## config.mk

```make
export PLATFORM = sky130hd
export DESIGN_NAME = rx_arp_classifier
export DESIGN_NICKNAME = d
export VERILOG_FILES = /design/src/rtl/rx_arp_classifier.sv
export SDC_FILE = /design/constraint.sdc
export NUM_CORES = 1
export LEC_CHECK = 0
export ABC_AREA = 1
export CAP_MARGIN = 20
export CORE_MARGIN = 3
export CORE_UTILIZATION = 55
export CTS_CLUSTER_SIZE = 40
export DETAILED_ROUTE_END_ITERATION = 16
export MAX_ROUTING_LAYER = met4
export PLACE_DENSITY = 0.78
export SETUP_SLACK_MARGIN = 0.15
export SYNTH_ARGS = -nofsm -noshare
export SYNTH_HDL_FRONTEND = slang
export SYNTH_SLANG_ARGS = --single-unit
```

## constraint.sdc

```tcl
create_clock -name clk -period 1.6 [get_ports clk]
set_input_delay 0.48 -clock clk [delete_from_list [all_inputs] [get_ports clk]]
set_output_delay 0.48 -clock clk [all_outputs]
set_load 0.005 [all_outputs]
```

## src/rtl/rx_arp_classifier.sv

```systemverilog
// Receive-stream ARP classifier: passes the GMII-style stream through a DELAY-deep
// line and tags each frame whose EtherType is 0x0806 from its first output cycle.
module rx_arp_classifier #(
    parameter int unsigned DELAY = 48
) (
    input  logic       clk,
    input  logic       rst,
    input  logic       speed,
    input  logic [7:0] up_data,
    input  logic       up_dv,
    input  logic       up_er,
    output logic [7:0] down_data,
    output logic       down_dv,
    output logic       down_er,
    output logic       down_sof,
    output logic       down_arp
);

    localparam int unsigned ID_W     = 2;
    localparam int unsigned N_TAGS   = 4;
    localparam int unsigned LINE_W   = ID_W + 10;
    localparam int unsigned ER_BIT   = 8;
    localparam int unsigned DV_BIT   = 9;
    localparam int unsigned ID_LO    = 10;
    localparam int unsigned ID_HI    = LINE_W - 1;
    localparam int unsigned LAST     = DELAY - 1;
    localparam int unsigned HEAD     = DELAY - 2;
    localparam int unsigned CNT_W    = 4;
    localparam int unsigned TYPE_HI  = 12;
    localparam int unsigned TYPE_LO  = 13;

    typedef enum logic [2:0] {
        S_WAIT,
        S_IDLE,
        S_PRE,
        S_HDR,
        S_BODY,
        S_ABORT
    } state_t;

    state_t             state_q;
    logic               dv_q;
    logic [ID_W-1:0]    id_q;
    logic [N_TAGS-1:0]  tag_q;
    logic               phase_q;
    logic [3:0]         low_q;
    logic [CNT_W-1:0]   hdr_cnt_q;
    logic               type_hi_ok_q;
    logic [LINE_W-1:0]  line_q [DELAY];
    logic               sof_q;
    logic               arp_q;

    logic               rise_c;
    logic               phase_eff_c;
    logic [ID_W-1:0]    id_next_c;
    logic               sym_pre_c;
    logic               sym_sfd_c;
    logic               byte_vld_c;
    logic [7:0]         byte_c;
    logic               head_rise_c;
    logic               head_dv_c;
    logic [ID_W-1:0]    head_id_c;

    // Symbol decode: frame-start detection, nibble pairing and preamble/SFD matching.
    always_comb begin
        rise_c      = up_dv && !dv_q;
        phase_eff_c = rise_c ? 1'b0 : phase_q;
        id_next_c   = rise_c ? id_q + 2'd1 : id_q;
        sym_pre_c   = speed ? (up_data == 8'h55) : (up_data[3:0] == 4'h5);
        sym_sfd_c   = speed ? ((up_data == 8'hD5) || (up_data == 8'h5D))
                            : (up_data[3:0] == 4'hD);
        byte_vld_c  = speed ? up_dv : (up_dv && phase_eff_c);
        byte_c      = speed ? up_data : {up_data[3:0], low_q};
    end

    // Classification FSM, frame ID counter and tag table.
    always_ff @(posedge clk) begin
        if (rst) begin
            state_q      <= S_WAIT;
            dv_q         <= 1'b0;
            id_q         <= '0;
            tag_q        <= '0;
            phase_q      <= 1'b0;
            low_q        <= '0;
            hdr_cnt_q    <= '0;
            type_hi_ok_q <= 1'b0;
        end else begin
            dv_q <= up_dv;
            id_q <= id_next_c;
            if (up_dv) begin
                phase_q <= ~phase_eff_c;
                if (!phase_eff_c) begin
                    low_q <= up_data[3:0];
                end
            end
            if (rise_c) begin
                tag_q[id_next_c] <= 1'b0;
            end
            if (!up_dv) begin
                state_q <= S_IDLE;
            end else begin
                case (state_q)
                    S_IDLE: begin
                        state_q <= sym_pre_c ? S_PRE : S_ABORT;
                    end
                    S_PRE: begin
                        if (sym_pre_c) begin
                            state_q <= S_PRE;
                        end else if (sym_sfd_c) begin
                            // Header bytes pair nibbles from the symbol after the SFD.
                            state_q   <= S_HDR;
                            hdr_cnt_q <= '0;
                            phase_q   <= 1'b0;
                        end else begin
                            state_q <= S_ABORT;
                        end
                    end
                    S_HDR: begin
                        if (byte_vld_c) begin
                            hdr_cnt_q <= hdr_cnt_q + 4'd1;
                            if (hdr_cnt_q == CNT_W'(TYPE_HI)) begin
                                type_hi_ok_q <= (byte_c == 8'h08);
                            end
                            if (hdr_cnt_q == CNT_W'(TYPE_LO)) begin
                                tag_q[id_q] <= type_hi_ok_q && (byte_c == 8'h06);
                                state_q     <= S_BODY;
                            end
                        end
                    end
                    default: begin
                        state_q <= state_q;
                    end
                endcase
            end
        end
    end

    // Head of the line one stage before the output: decides sof/arp for the next cycle.
    always_comb begin
        head_dv_c   = line_q[HEAD][DV_BIT];
        head_rise_c = head_dv_c && !line_q[LAST][DV_BIT];
        head_id_c   = line_q[HEAD][ID_HI:ID_LO];
    end

    // Delay line carrying {id, dv, er, data}, plus frame-aligned sof/arp registers.
    always_ff @(posedge clk) begin
        if (rst) begin
            for (int unsigned i = 0; i < DELAY; i++) begin
                line_q[i] <= '0;
            end
            sof_q <= 1'b0;
            arp_q <= 1'b0;
        end else begin
            line_q[0] <= {id_next_c, up_dv, up_er, up_data};
            for (int unsigned i = 1; i < DELAY; i++) begin
                line_q[i] <= line_q[i-1];
            end
            sof_q <= head_rise_c;
            if (head_rise_c) begin
                arp_q <= tag_q[head_id_c];
            end else if (!head_dv_c) begin
                arp_q <= 1'b0;
            end
        end
    end

    assign down_data = line_q[LAST][7:0];
    assign down_er   = line_q[LAST][ER_BIT];
    assign down_dv   = line_q[LAST][DV_BIT];
    assign down_sof  = sof_q;
    assign down_arp  = arp_q;

endmodule
```

# [Word-level counts from Yosys, hierarchy flattened]
# Memory sizes are Yosys's and may differ from the RTL's.
# Cells that the tools add are included.
[totals] regBits=22 ram_bits=576 output_inout_bits=12 word_cells=196 mem_count=1
[classes] add_sub_neg=2 n_lt_le_gt_ge=5 n_eq_ne=20 mux=88 bitwise=52 reduce_logical=17
[mem_list] name="line_q" words=48 word_bits=12 rd=48 rd_ports_with_merged_regs=0 write_ports=48 line="49" source="logic [LINE_W-1:0] line_q [DELAY];"
[op_table] op="$mux W12" count=48
[op_table] op="$or A1 B1 Y1" count=48
[op_table] op="$mux W4" count=9
[op_table] op="$mux W1" count=18
[op_table] op="$eq A8 B7 Y1 const B" count=2
[op_table] op="$mux W3" count=5
[op_table] op="$eq A4 B4 Y1 const B" count=3
[op_table] op="$ne A2 B2 Y1 const B" count=5
[op_table] op="$lt A2 B3 Y1 const B" count=3
[op_table] op="$pmux W3 S3" count=1
[op_table] op="$eq A8 B3 Y1 const B" count=1
[op_table] op="$eq A8 B4 Y1 const B" count=1
[op_table] op="$eq A8 B8 Y1 const B" count=1
[op_table] op="$mux W8" count=1
[op_table] op="$pmux W4 S2" count=1
[op_table] op="$eq A3 B2 Y1 const B" count=2
[op_table] op="$logic_and A1 B1 Y1" count=6
[op_table] op="$ne A3 B3 Y1 const B" count=2
[op_table] op="$reduce_and A3 Y1" count=2
[op_table] op="$reduce_and A5 Y1" count=1
[op_table] op="$add A4 B1 Y4 const B" count=1
[op_table] op="$and A4 B4 Y4" count=1
[op_table] op="$bwmux W4" count=1
[op_table] op="$demux W1 S2" count=2
[op_table] op="16 further kinds" count=19

# [Longest topological paths before layout]
# Gate-level depths: netlist of the first run.
[logic_depth] word_depth=16 ltp_mapped=10 mapped_depth_nobuf=10

# [Worst setup path after synthesis of the first run]
# No wires, ideal clock.
[synth_timing] kind="input to register" startpoint="input speed" endpoint="register state_q[2]" setup_time_ns=0.110 arrival_ns=1.216 t_required_ns=1.490 setup_slack_ns=0.274 stages=8 cell_sequence="buf_4 inv_2 nand2_1 nand2_2 a21oi_1 nand3_1 nand3_1 inv_1"
[synth_between] elab_chain_len=4
[synth_rtl] element="start, declared" line="8" source="input logic speed,"
[synth_rtl] element="$mux W1" line="70" source="sym_sfd_c = speed ? ((up_data == 8'hD5) || (up_data == 8'h5D))"
[synth_rtl] element="$mux W3" line="109" source="end else if (sym_sfd_c) begin"
[synth_rtl] element="$mux W3" line="107" source="if (sym_pre_c) begin"
[synth_rtl] element="$pmux W3 S3" line="102" source="case (state_q)"
[synth_rtl] element="end signal, assigned" line="104" source="state_q <= sym_pre_c ? S_PRE : S_ABORT;"
[synth_rtl] element="end signal, assigned" line="131" source="state_q <= state_q;"
[synth_rtl] element="end, declared" line="41" source="state_t state_q;"
# Several ways; a longest one is shown, not always the timed one.
# A chain may end at the register's enable or synchronous reset.

==> flow_metrics.py, run 1 <==
metrics = {
    "cells_and_area": {
        "drive_gt1_share_pct": 8.51,
        "n_antenna_cell": 0,
        "layout.cells.most_common": "nor2_1",
        "instances_no_fill": 2463,
        "most-common-layout-cells": "589 x nor2_1, 588 x inv_1, 582 x dfxtp_1",
        "finish.utilization_pct": 65.4,
        "finalInstanceArea_um2": 20200,
        "fillers": 2179,
        "multiInputGateArea_um2": 2980,
        "layout.nets": 2045,
        "area_growth_pct": 16.3,
        "register_area_um2": 11900,
    },
    "critical_path": {
        "start_kind": "flip-flop",
        "critPathKind": "reg2out",
        "cpMaxStageDelayCell": "dfxtp_2",
        "worstPathArrival_ns": 1.04,
        "timing.rr.end": "tag_q[2]$_SDFF_PP0_",
        "critical-path-top-delay-family": "flip-flops",
        "path_buf_inv": 1,
        "reg2reg_slack_ns": 0.22,
        "crit_start": "line_q[11][45]$_SDFF_PP0_",
        "path_cells": "buf_2",
        "reg2regPathDepth": 7,
        "required_ns": 1.12,
        "r2r-start": "id_q[0]$_SDFF_PP0_",
        "cpPeakStageDelay_ns": 0.34,
        "critPathMaxFanout": 4,
        "endpoint_kind": "output pin",
    },
    "floorplanning": {
        "dieHeight_um": 184,
        "design.die.area_um2": 33800,
        "die_w_um": 184,
        "io_pins": 25,
        "initial_core_util_pct": 56.3,
        "core_um2": 30900,
        "rows": 64,
    },
    "sta": {
        "max-slew-margin-rel_pct": 72.9,
        "hold_viol": 0,
        "finalSetupTns_ns": 0,
        "finClkSkew_ns": 0.0243,
        "period_share_pct": 94.7,
        "setup_viol": 0,
        "fmax_mhz": 660,
        "slew_violations": 0,
        "rsz0062_at_grt": "yes",
        "layout_min_cycle_time_ns": 1.52,
        "worst_slew_pin_slew_ns": 0.407,
    },
    "power_and_ir_drop": {
        "seqPwrFrac_pct": 50.8,
        "p_leak_nw": 8.08,
        "pwr-share-comb_pct": 1.8,
        "irDropWorstVdd_mv": 0.970,
        "finalPower_mw": 29.3,
        "powerDensity_nw_per_um2": 1450,
        "pwr-share-clk_pct": 47.4,
        "internal-power_mw": 23.6,
        "switching_share_pct": 19.4,
        "netSwitchingPower_mw": 5.67,
    },
    "logic_synthesis": {
        "synth_flop_cell": "dfxtp_1",
        "synth_seq_cells": 593,
        "ys_types": 29,
        "seq_area_frac_synth_pct": 68.2,
        "syn_area_per_cell_um2": 8.78,
        "synth_top_cell_by_area": "dfxtp_1",
        "netlist_instances": 1982,
        "synth_nets": 2002,
        "yosysWarnings": 0,
        "synth_edf_count": 0,
        "synth_top_area_share_pct": 68.2,
        "synthTopCellsByArea": "dfxtp_1 68%, nor2_1 13%, inv_1 13%, buf_2 1.5%, nand2_1 1.1%",
        "async_flop_share_pct": 0,
        "syn_area_um2": 17400,
    },
    "drt": {
        "wirelength_um": 25100,
        "drc": 0,
        "via_per_inst": 4.24,
        "wl_per_cell_um": 10.2,
        "antenna_left": 0,
        "drt_iter0_drc": 572,
        "drtPass1Iterations": 5,
        "vias": 10444,
    },
    "cts": {
        "clk_latency_ns": 0.58,
        "cts_tree": "built",
        "cts_made_buffers": 53,
        "h-tree-depth": 2,
        "cts_sinks": 593,
        "cts_buffer_depth": 3,
        "root_buffer": "clkbuf_16",
        "postCtsHoldBufs": 0,
        "clk_pin_slew_worst_paths_ns": 0.06,
    },
    "global_routing": {
        "grt_pass1_vias": 10468,
        "grt_overflow_total": 0,
        "grt_max_degree": 74,
        "grt_usage_pct": 15.5,
        "grt_pass1_wl_um": 43600,
        "antenna_found_initial": 0,
    },
    "placed_design": {
        "place_hpwl_um": 13500,
        "place.gp.congestion": 0.876,
        "dp.cells": 2365,
        "io_buffers": 24,
        "placed_area_um2": 18200,
    },
    "flow_run": {
        "drv_cap": 0,
    },
    "status": {
        "status": "complete, no violations",
    },
    "min_path": {
        "min_path_type": "in2reg",
        "holdPathStages": 2,
        "min-delay-start": "rst",
        "worstHoldEndpoint": "phase_q$_SDFF_PP0_",
    },
}
-- cells in the mapped netlist, types with 2 or more instances --
| cell | instances |
|---|---|
| dfxtp_1 | 593 |
| nor2_1 | 591 |
| inv_1 | 590 |
| nand2_1 | 52 |
| buf_2 | 51 |
| nand3_1 | 19 |
| a21oi_1 | 14 |
| o21ai_0 | 11 |
| clkbuf_1 | 10 |
| buf_4 | 9 |
| ha_1 | 7 |
| inv_2 | 5 |
| buf_1 | 4 |
| o21ai_1 | 4 |
| a31oi_1 | 3 |
| nand2_2 | 3 |
| nor2_2 | 3 |
| xor2_1 | 2 |
-- stage by stage --
| step | hold slack [ns] | setup slack [ns] |
|---|---|---|
| after global routing | 0.211 | 0.0453 |
| after detailed placement | 0.392 | -0.449 |
| after global placement | 0.389 | -0.342 |
| after CTS | 0.194 | 0.0607 |
| final | 0.220 | 0.0847 |
| after floorplan | 0.388 | 0.274 |
-- cell families (layout without fill, tap and decap cells) --
kind of cell               count (synthesis)  count (layout)  synth area share, %
adders and majority gates                  7               7                0.503
and+or+nand+nor                          674             674                 15.0
xor gates and xnor gates                   2               2                0.101
DFF                                      593             593                 68.2
AOI/OAI and AO/OA                         37              37                 1.21
buffers and inverters                    669             754                 15.0
-- timing repair --
| action | CTS | global route |
|---|---|---|
| resized for setup | 56 | 24 |
| setup endpoints to repair | 16 | 23 |
| buffers inserted | 1 | 0 |
| pin swaps | 0 | 3 |
-- final cells by class --
cell class,instances,area share [%]
sequential,593,58.8
clock inverter,23,2.31
multi-input combinational,720,14.7
inverter,595,11.0
tap,396,2.45
clock buffer,74,7.49
timing repair buffer,62,3.23
-- worst max-delay path by stage --
stage	depth (start not counted)	slack, ns	end
6_report	1	0.08	down_dv
5_1_grt	1	0.05	down_dv
4_1_cts	1	0.06	down_dv
3_5_place_dp	10	-0.45	tag_q[1]$_SDFF_PP0_
3_3_place_gp	10	-0.34	tag_q[1]$_SDFF_PP0_
2_1_floorplan	8	0.27	state_q[2]$_SDFFE_PP0P_
-- power by group through the flow --
stage	logic, mW	clock network, mW	registers, mW
floorplan	0.332	0	15.2
global placement	0.506	0	15.2
detailed placement	0.519	0	15.2
CTS	0.528	14.2	14.9
global route	0.602	14.7	14.9
finish	0.540	13.9	14.9
-- state kept, by name, summed over array words and instances (netlist names) --
name and flops:
low_q 4, id_q 1, phase_q 1, line_q 573, down_arp 1, type_hi_ok_q 1, tag_q 4, down_sof 1
hdr_cnt_q 4, state_q 3
-- routing by layer --
metal | vias to the layer above | global-route usage (%) | share of wire, %
li1 | 5497 | - | -
met1 | 4759 | 16.6 | 43
met2 | 136 | 28.5 | 52
met3 | 52 | 2.81 | 3.3
met4 | 0 | 5.59 | 2.2
met5 | - | - | 0
(Power assumes the default switching activity.)
==> run 2: changes to the inputs <==
MAX_ROUTING_LAYER = unset   (was met4)
==> run 2 against run 1 <==
  * Global-route usage decreased by 0.45 points
  * Utilization unchanged
  * Critical path type unchanged
  * Maximum frequency increased by 0.18%
  * Critical endpoint unchanged
  * Via count about the same
  * Highest routed layer unchanged
==> flow_metrics.py, run 2 (synthesized netlist as in run 1, its figures left out) <==
metrics = {
    "status": {
        "status": "complete, no violations",
    },
    "power_and_ir_drop": {
        "finalPower_mw": 29.3,
        "p_leak_nw": 8.08,
        "irDropWorstVdd_mv": 0.971,
        "powerDensity_nw_per_um2": 1450,
    },
    "cts": {
        "postCtsHoldBufs": 0,
        "root_buffer": "clkbuf_16",
        "cts_buffer_depth": 3,
        "cts_sinks": 593,
        "cts_made_buffers": 53,
        "clk_latency_ns": 0.58,
        "clk_pin_slew_worst_paths_ns": 0.06,
        "cts_tree": "built",
        "h-tree-depth": 2,
    },
    "critical_path": {
        "cpMaxStageDelayCell": "dfxtp_2",
        "critPathKind": "reg2out",
        "start_kind": "flip-flop",
        "required_ns": 1.12,
        "path_buf_inv": 1,
        "path_cells": "buf_2",
        "critPathMaxFanout": 4,
        "critical-path-top-delay-family": "flip-flops",
        "worstPathArrival_ns": 1.03,
        "cpPeakStageDelay_ns": 0.34,
        "endpoint_kind": "output pin",
    },
    "drt": {
        "antenna_left": 0,
        "wirelength_um": 25200,
        "drt_iter0_drc": 556,
        "via_per_inst": 4.24,
        "wl_per_cell_um": 10.2,
        "drc": 0,
        "drtPass1Iterations": 5,
        "vias": 10435,
    },
    "cells_and_area": {
        "finish.utilization_pct": 65.4,
        "drive_gt1_share_pct": 8.51,
        "most-common-layout-cells": "589 x nor2_1, 588 x inv_1, 582 x dfxtp_1",
        "largest_reg_flops": 573,
        "area_growth_pct": 16.3,
        "n_antenna_cell": 0,
        "layout.nets": 2045,
        "instances_no_fill": 2463,
        "regMostFlops": "line_q",
        "layout.cells.most_common": "nor2_1",
        "finalInstanceArea_um2": 20200,
    },
    "sta": {
        "setup_viol": 0,
        "fmax_mhz": 661,
        "max-slew-margin-rel_pct": 73.3,
        "slew_violations": 0,
        "rsz0062_at_grt": "yes",
        "layout_min_cycle_time_ns": 1.51,
        "finClkSkew_ns": 0.0240,
        "period_share_pct": 94.5,
        "worst_slew_pin_slew_ns": 0.401,
        "hold_viol": 0,
        "setup_ws_ns": 0.0874,
    },
    "floorplanning": {
        "io_pins": 25,
        "die_w_um": 184,
        "rows": 64,
        "design.die.area_um2": 33800,
        "initial_core_util_pct": 56.3,
        "dieHeight_um": 184,
        "core_um2": 30900,
    },
    "placed_design": {
        "place.gp.congestion": 0.862,
        "post-place-ws_ns": -0.449,
        "placed_area_um2": 18200,
        "place_hpwl_um": 13500,
        "io_buffers": 24,
        "dp.cells": 2365,
    },
    "global_routing": {
        "grt_usage_pct": 15.0,
        "grt_pass1_wl_um": 43600,
        "antenna_found_initial": 0,
        "grt_pass1_vias": 10460,
        "grt_overflow_total": 0,
        "grt_max_degree": 74,
    },
    "min_path": {
        "min_path_type": "in2reg",
    },
    "flow_run": {
        "drv_cap": 0,
    },
}
## run 2: per-stage QoR
stage	TNS, ns	hold WS (ns)
finish	0	0.222
floorplan	0	0.388
global placement	-4.66	0.389
CTS	0	0.194
global route	0	0.211
detailed placement	-6.02	0.392
## run 2: timing repair
item,CTS,global route
resized for setup,56,24
endpoints found under the setup margin,16,23
buffers inserted,1,0
pin swaps,0,3
## run 2: layer usage
metal | GRT usage, % | wire (um) | vias up
li1 | - | - | 5497
met2 | 28.5 | 13000 | 157
met1 | 16.6 | 10800 | 4731
met5 | 0 | 0 | -
met3 | 2.81 | 853 | 50
met4 | 5.62 | 514 | 0
## run 2: layout make-up
class                           instances  area (um^2)
Inverter                              595         2230
Tap cell                              396          495
Fill cell                            2179        10700
Clock inverter                         23          467
Timing Repair Buffer                   62          653
Clock buffer                           74         1520
Sequential cell                       593        11900
Multi-Input combinational cell        720         2980
## run 2: worst paths after layout
kind                              from                  endpoint  slack [ns]  cells past startpoint
min                                rst        phase_q$_SDFF_PP0_        0.22                      2
min reg2reg   line_q[1][28]$_SDFF_PP0_  line_q[1][40]$_SDFF_PP0_        0.39                      2
max          line_q[11][45]$_SDFF_PP0_                   down_dv        0.09                      1
max reg2reg         id_q[0]$_SDFF_PP0_       tag_q[2]$_SDFF_PP0_        0.15                      7
## run 2: power breakdown
| group | internal, mW | total, mW | switching [mW] |
|---|---|---|---|
| registers | 14.8 | 14.9 | 0.0306 |
| clock network | 8.59 | 13.9 | 5.28 |
| logic | 0.188 | 0.540 | 0.352 |
